[src/rtl/uart_pkg.sv]
// Shared UART definitions: receiver/transmitter FSM states, framing constants
// and the bit-period helper.
package uart_pkg;

    localparam int DATA_BITS    = 8;
    localparam int DEFAULT_BAUD = 115200;

    typedef enum logic [2:0] {
        IDLE,
        START,
        DATA,
        STOP,
        BREAK
    } uart_state_e;

    // Truncating divide; the resulting baud error is accepted, no fractional divider.
    function automatic int clks_per_bit(input int clk_hz, input int baud);
        return clk_hz / baud;
    endfunction

endpackage

[src/rtl/sync_2ff.sv]
// Two-flop synchronizer for a single asynchronous level (serial pins, I2C lines).
module sync_2ff #(
    parameter logic RST_VAL = 1'b1
) (
    input  logic clk_i,
    input  logic rst_ni,
    input  logic d_i,
    output logic q_o
);

    logic meta_q;
    logic sync_q;

    always_ff @(posedge clk_i or negedge rst_ni) begin
        if (!rst_ni) begin
            meta_q <= RST_VAL;
            sync_q <= RST_VAL;
        end else begin
            meta_q <= d_i;
            sync_q <= meta_q;
        end
    end

    assign q_o = sync_q;

endmodule

[src/rtl/uart_rx.sv]
// 8N1 UART receiver with a one-entry valid/ready holding register and
// single-cycle framing-error / overrun pulses.
module uart_rx
    import uart_pkg::*;
#(
    parameter int CLK_HZ = 48000000,
    parameter int BAUD   = DEFAULT_BAUD
) (
    input  logic                 ref_clk,
    input  logic                 rst_n,
    input  logic                 rx,
    output logic [DATA_BITS-1:0] rx_data,
    output logic                 rx_valid,
    input  logic                 rx_ready,
    output logic                 frame_err,
    output logic                 overrun,
    output logic                 busy
);

    localparam int CLKS_PER_BIT = clks_per_bit(CLK_HZ, BAUD);
    localparam int CNT_W        = $clog2(CLKS_PER_BIT);
    localparam logic [CNT_W-1:0] HALF_LAST = CNT_W'(CLKS_PER_BIT / 2 - 1);
    localparam logic [CNT_W-1:0] BIT_LAST  = CNT_W'(CLKS_PER_BIT - 1);
    localparam logic [2:0]       IDX_LAST  = 3'(DATA_BITS - 1);

    logic                 rx_s;
    uart_state_e          state_q, state_d;
    logic [CNT_W-1:0]     cnt_q, cnt_d;
    logic [2:0]           idx_q, idx_d;
    logic [DATA_BITS-1:0] shift_q, shift_d;
    logic [DATA_BITS-1:0] data_q, data_d;
    logic                 valid_q, valid_d;
    logic                 ferr_q, ferr_d;
    logic                 ovr_q, ovr_d;
    logic                 deliver;

    sync_2ff #(
        .RST_VAL(1'b1)
    ) u_sync (
        .clk_i (ref_clk),
        .rst_ni(rst_n),
        .d_i   (rx),
        .q_o   (rx_s)
    );

    always_ff @(posedge ref_clk or negedge rst_n) begin
        if (!rst_n) begin
            state_q <= IDLE;
            cnt_q   <= '0;
            idx_q   <= '0;
            shift_q <= '0;
            data_q  <= '0;
            valid_q <= 1'b0;
            ferr_q  <= 1'b0;
            ovr_q   <= 1'b0;
        end else begin
            state_q <= state_d;
            cnt_q   <= cnt_d;
            idx_q   <= idx_d;
            shift_q <= shift_d;
            data_q  <= data_d;
            valid_q <= valid_d;
            ferr_q  <= ferr_d;
            ovr_q   <= ovr_d;
        end
    end

    always_comb begin
        state_d = state_q;
        cnt_d   = cnt_q;
        idx_d   = idx_q;
        shift_d = shift_q;
        ferr_d  = 1'b0;
        deliver = 1'b0;

        case (state_q)
            IDLE: begin
                if (!rx_s) begin
                    state_d = START;
                    cnt_d   = '0;
                end
            end
            START: begin
                if (cnt_q == HALF_LAST) begin
                    cnt_d = '0;
                    if (!rx_s) begin
                        state_d = DATA;
                        idx_d   = '0;
                    end else begin
                        state_d = IDLE;
                    end
                end else begin
                    cnt_d = cnt_q + CNT_W'(1);
                end
            end
            DATA: begin
                if (cnt_q == BIT_LAST) begin
                    shift_d = {rx_s, shift_q[DATA_BITS-1:1]};
                    cnt_d   = '0;
                    idx_d   = idx_q + 3'd1;
                    if (idx_q == IDX_LAST) begin
                        state_d = STOP;
                    end
                end else begin
                    cnt_d = cnt_q + CNT_W'(1);
                end
            end
            STOP: begin
                // Leaving at mid-stop gives half a bit to catch a back-to-back start edge.
                if (cnt_q == BIT_LAST) begin
                    cnt_d = '0;
                    if (rx_s) begin
                        deliver = 1'b1;
                        state_d = IDLE;
                    end else begin
                        ferr_d  = 1'b1;
                        state_d = BREAK;
                    end
                end else begin
                    cnt_d = cnt_q + CNT_W'(1);
                end
            end
            BREAK: begin
                if (rx_s) begin
                    state_d = IDLE;
                end
            end
            default: state_d = IDLE;
        endcase
    end

    always_comb begin
        data_d  = data_q;
        valid_d = valid_q;
        ovr_d   = 1'b0;

        // A consume in the delivery cycle frees the slot for the new byte.
        if (deliver) begin
            if (!valid_q || rx_ready) begin
                data_d  = shift_q;
                valid_d = 1'b1;
            end else begin
                ovr_d = 1'b1;
            end
        end else if (valid_q && rx_ready) begin
            valid_d = 1'b0;
        end
    end

    assign rx_data   = data_q;
    assign rx_valid  = valid_q;
    assign frame_err = ferr_q;
    assign overrun   = ovr_q;
    assign busy      = (state_q != IDLE);

endmodule

[config.mk]
export PLATFORM = sky130hd
export DESIGN_NAME = uart_rx
export DESIGN_NICKNAME = d
export VERILOG_FILES = /design/src/rtl/uart_pkg.sv /design/src/rtl/sync_2ff.sv /design/src/rtl/uart_rx.sv
export SDC_FILE = /design/constraint.sdc
export NUM_CORES = 1
export LEC_CHECK = 0
export BUFFER_PORTS_ARGS = -buffer_cell sky130_fd_sc_hd__buf_2
export CAP_MARGIN = 20
export CORE_ASPECT_RATIO = 0.6
export CORE_UTILIZATION = 58
export CTS_CLUSTER_SIZE = 14
export DETAILED_ROUTE_END_ITERATION = 10
export GPL_TIMING_DRIVEN = 0
export PLACE_DENSITY_LB_ADDON = 0.2
export SLEW_MARGIN = 40
export SYNTH_ARGS = -nofsm -noshare
export SYNTH_HDL_FRONTEND = slang
export SYNTH_SLANG_ARGS = --single-unit
[constraint.sdc]
create_clock -name ref_clk -period 2.4 [get_ports ref_clk]
set_input_delay 0.12 -clock ref_clk [delete_from_list [all_inputs] [get_ports ref_clk]]
set_output_delay 0.12 -clock ref_clk [all_outputs]
set_load 0.01 [all_outputs]
==> impl_metrics.prom <==
# TYPE chip_impl_metric gauge
chip_impl_metric{name="timing_hold_violations_final",unit=""} 0
chip_impl_metric{name="fin_setup_tns",unit="ns"} 0
chip_impl_metric{name="cts.clk_slew.worst_paths",unit="ns"} 0.07
chip_impl_metric{name="power.switching",unit="mW"} 0.225
chip_impl_metric{name="maxSlewViolCount",unit=""} 0
chip_impl_metric{name="intPower",unit="mW"} 0.813
chip_impl_metric{name="share_of_power_burned_in_combinational_logic",unit="%"} 2.0
chip_impl_info{name="final_cell_mix",value="sky130_fd_sc_hd__dfrtp_1, sky130_fd_sc_hd__nand2_1, sky130_fd_sc_hd__buf_2"} 1
chip_impl_metric{name="row_count",unit=""} 14
chip_impl_info{name="hold_path.class",value="in -> reg"} 1
chip_impl_metric{name="maximum_number_of_pins_on_one_net_before_global_route_repair",unit=""} 37
chip_impl_metric{name="final_setup_violation_count",unit=""} 0
chip_impl_metric{name="synthesis.area",unit="um2"} 1710
chip_impl_metric{name="place_hpwl",unit="um"} 2420
chip_impl_metric{name="design.portCount",unit=""} 16
chip_impl_metric{name="synth-seq-cells",unit=""} 36
chip_impl_metric{name="ys_seq_area_share",unit="%"} 52.7
chip_impl_info{name="synth.largest_area_cell",value="sky130_fd_sc_hd__dfrtp_1"} 1
chip_impl_metric{name="cts_inserted_buffers",unit=""} 5
chip_impl_metric{name="worst_clock_skew",unit="ns"} 0.00483
chip_impl_metric{name="finalInstanceArea",unit="um2"} 1940
chip_impl_metric{name="post_drt_wl_per_cell",unit="um"} 16.2
chip_impl_metric{name="fp.dieW",unit="um"} 72.2
chip_impl_metric{name="total_power",unit="mW"} 1.04
chip_impl_metric{name="ys_async_rst_share",unit="%"} 100
chip_impl_metric{name="max_slew_margin_vs_limit",unit="%"} 69.9
chip_impl_metric{name="design.die.area",unit="um2"} 3180
chip_impl_info{name="layout.cells.most_common",value="sky130_fd_sc_hd__dfrtp_1"} 1
chip_impl_info{name="synth_flop_cell",value="sky130_fd_sc_hd__dfrtp_1"} 1
chip_impl_metric{name="clock_insertion_delay_worst_skew",unit="ns"} 0.29
chip_impl_metric{name="cts-root-to-sink-buffers",unit=""} 2
chip_impl_info{name="status",value="complete, no violations"} 1
chip_impl_info{name="cts_tree",value="done"} 1
chip_impl_metric{name="floorplan.initialDensity",unit="%"} 64.8
chip_impl_metric{name="pwr_density_cell",unit="nW/um2"} 535
chip_impl_metric{name="synth_enable_flop_cells",unit=""} 0
chip_impl_metric{name="clockPowerShare",unit="%"} 39.2
chip_impl_metric{name="die_height",unit="um"} 44.1
chip_impl_metric{name="num-nets-final",unit=""} 186
chip_impl_metric{name="synthesis.nets",unit=""} 162
chip_impl_metric{name="post-synth-top-area-fraction",unit="%"} 49.7
chip_impl_metric{name="core_region_area",unit="um2"} 2650
chip_impl_metric{name="peakVddDrop",unit="V"} 0.000396
chip_impl_metric{name="drt-initial-drc-count",unit=""} 115
chip_impl_metric{name="clock_tree.htree_level_count",unit=""} 2
chip_impl_metric{name="route.antenna.remaining_nets",unit=""} 0
chip_impl_metric{name="routabilityCongestion",unit=""} 0.879
chip_impl_info{name="path_class",value="reg -> reg"} 1
chip_impl_metric{name="final_period_minus_worst_setup_slack",unit="ns"} 1.99
chip_impl_metric{name="total_wire_length_after_detailed_routing",unit="um"} 3540
chip_impl_metric{name="crit_path_max_fanout",unit=""} 8
chip_impl_metric{name="timing_worst_slew_pin_value",unit="ns"} 0.451
chip_impl_metric{name="power_switching_share",unit="%"} 21.7
chip_impl_metric{name="first_global_vias",unit=""} 1219
chip_impl_info{name="setup_repair_after_global_routing_missed_its_margin",value="false"} 1
chip_impl_metric{name="timing.hold.ws",unit="ns"} 0.135
chip_impl_metric{name="drcViolationCount",unit=""} 0
chip_impl_metric{name="place_area",unit="um2"} 1840
chip_impl_metric{name="clock-sinks",unit=""} 36
chip_impl_metric{name="synth_cell_type_count",unit=""} 49
chip_impl_metric{name="antenna_found_initial",unit=""} 0
chip_impl_metric{name="route.detailed.vias_per_inst",unit=""} 6.00
chip_impl_metric{name="vias",unit=""} 1315
chip_impl_metric{name="globalRouteOverflowTotal",unit=""} 0
chip_impl_info{name="critical_path.endpoint_type",value="register"} 1
chip_impl_metric{name="cts_setup_buffers",unit=""} 0
chip_impl_metric{name="cellLeakagePower",unit="nW"} 0.944
chip_impl_metric{name="post_route_cells_drive_above_1_share",unit="%"} 24.0
chip_impl_info{name="cts-root-buf",value="sky130_fd_sc_hd__clkbuf_8"} 1
chip_impl_metric{name="achievable-frequency",unit="MHz"} 504
chip_impl_metric{name="flow.area_growth_from_synthesis",unit="%"} 13.1
chip_impl_metric{name="synthesis.instances",unit=""} 155
chip_impl_metric{name="power.share.sequential",unit="%"} 58.8
chip_impl_metric{name="post-route-util",unit="%"} 73.3
chip_impl_metric{name="grt_first_pass_wirelength",unit="um"} 6060
chip_impl_metric{name="cp.arrival",unit="ns"} 2.15
chip_impl_metric{name="critPathRequiredTime",unit="ns"} 2.57
chip_impl_info{name="timing.critical_path.from_type",value="register"} 1
chip_impl_metric{name="drt_first_pass_iters",unit=""} 4
chip_impl_metric{name="max_cap_violations",unit=""} 0
chip_impl_metric{name="resize_count_post_cts",unit=""} 0
chip_impl_metric{name="antenna-diode-count",unit=""} 0
chip_impl_metric{name="portBuffers",unit=""} 15
chip_impl_metric{name="finalCritPeriodShare",unit="%"} 82.7
chip_impl_metric{name="yosysWarnings",unit=""} 0
chip_impl_info{name="synthTopCellsByArea",value="sky130_fd_sc_hd__dfrtp_1, sky130_fd_sc_hd__nand2_1, sky130_fd_sc_hd__mux2_2"} 1
chip_impl_metric{name="avgSynthCellArea",unit="um2"} 11.1
chip_impl_metric{name="grt_util_all_layers",unit="%"} 26.5
==> worst paths after layout <==
| check | startpoint | endpoint | slack, ns | cells past startpoint |
|---|---|---|---|---|
| max | cnt_q[0]$_DFFE_PN0P_ | rx_data[6]$_DFFE_PN0P_ | 0.41 | 6 |
| min | rx_ready | rx_valid$_DFFE_PN0P_ | 0.14 | 3 |
| max reg2reg | cnt_q[0]$_DFFE_PN0P_ | rx_data[6]$_DFFE_PN0P_ | 0.41 | 6 |
| min reg2reg | u_sync.meta_q$_DFF_PN1_ | u_sync.q_o$_DFF_PN1_ | 0.36 | 0 |
| max in group asynchronous | rst_n | u_sync.q_o$_DFF_PN1_ | 1.72 | 2 |
| min in group asynchronous | rst_n | cnt_q[6]$_DFFE_PN0P_ | 0.32 | 2 |
==> sequential cells by signal (all words and copies together), names as in the netlist, 3 cells and up <==
signal / flops
cnt_q: 9
rx_data: 8
shift_q: 8
idx_q: 3
state_q: 3
==> stage by stage <==
stage / setup slack (ns) / instances
6_report: 0.415 / 219
5_1_grt: 0.267 / 219
4_1_cts: 0.444 / 219
3_5_place_dp: 0.472 / 210
3_3_place_gp: 0.540 / 210
2_1_floorplan: 0.636 / 155
==> final cells by class <==
type | instances | area (um2)
Clock inverter | 1 | 5.00
Buffer | 7 | 33.8
Multi-Input combinational cell | 112 | 776
Timing Repair Buffer | 17 | 97.6
Sequential cell | 36 | 903
Clock buffer | 6 | 72.6
Tap cell | 40 | 50.0
Fill cell | 197 | 707
==> per-layer routing <==
| layer | vias to the layer above | wire length, um | part of all wire [%] | global-route usage, % |
|---|---|---|---|---|
| met2 | 46 | 1590 | 45 | 37.9 |
| met5 | - | 0 | 0 | 0 |
| li1 | 612 | - | - | - |
| met3 | 8 | 208 | 5.9 | 8.43 |
| met1 | 649 | 1700 | 48 | 38.6 |
| met4 | 0 | 44 | 1.2 | 9.41 |
==> power groups by stage <==
stage          clock network, mW  registers, mW  logic, mW
6_report                   0.407          0.610     0.0204
5_1_grt                    0.430          0.610     0.0239
4_1_cts                    0.405          0.610     0.0207
3_5_place_dp                   0          0.622     0.0183
3_3_place_gp                   0          0.621     0.0173
2_1_floorplan                  0          0.621    0.00297
==> cells by family after synthesis <==
group	Yosys count	synth area share [%]
flip-flops	36	52.7
AND/OR/NAND/NOR	67	21.0
AO/OA/AOI/OAI	31	14.8
adder cells (fa/ha/maj)	3	2.19
buffers and inverters	7	1.97
multiplexers	10	6.79
XOR/XNOR	1	0.511
==> synthesized netlist by cell type, drive strengths merged, types with 2 or more instances <==
master	n
a21o	3
dfrtp	34
nand3	5
buf	4
or3	3
nand4	2
a22o	4
a21oi	4
a221o	4
nand2b	3
nor2	6
o21ai	4
nor3b	2
clkbuf	3
a2111oi	2
nor2b	3
and3	2
nand2	32
mux2	10
dfstp	2
ha	3
==> what timing repair did <==
action / in CTS / in global routing
endpoints found under the setup margin: 0 / 0
hold buffers: 2 / 0
hold endpoints to repair: 35 / 0
==> critical path: stages, from the launching register on <==
cell and delay [ns]:
sky130_fd_sc_hd__dfrtp_1 0.39, sky130_fd_sc_hd__ha_1 0.29, sky130_fd_sc_hd__and4_2 0.32, sky130_fd_sc_hd__nand3_1 0.13
sky130_fd_sc_hd__nor2b_1 0.14, sky130_fd_sc_hd__buf_2 0.24, sky130_fd_sc_hd__mux2_2 0.37
Power figures use the tool's default switching activity.
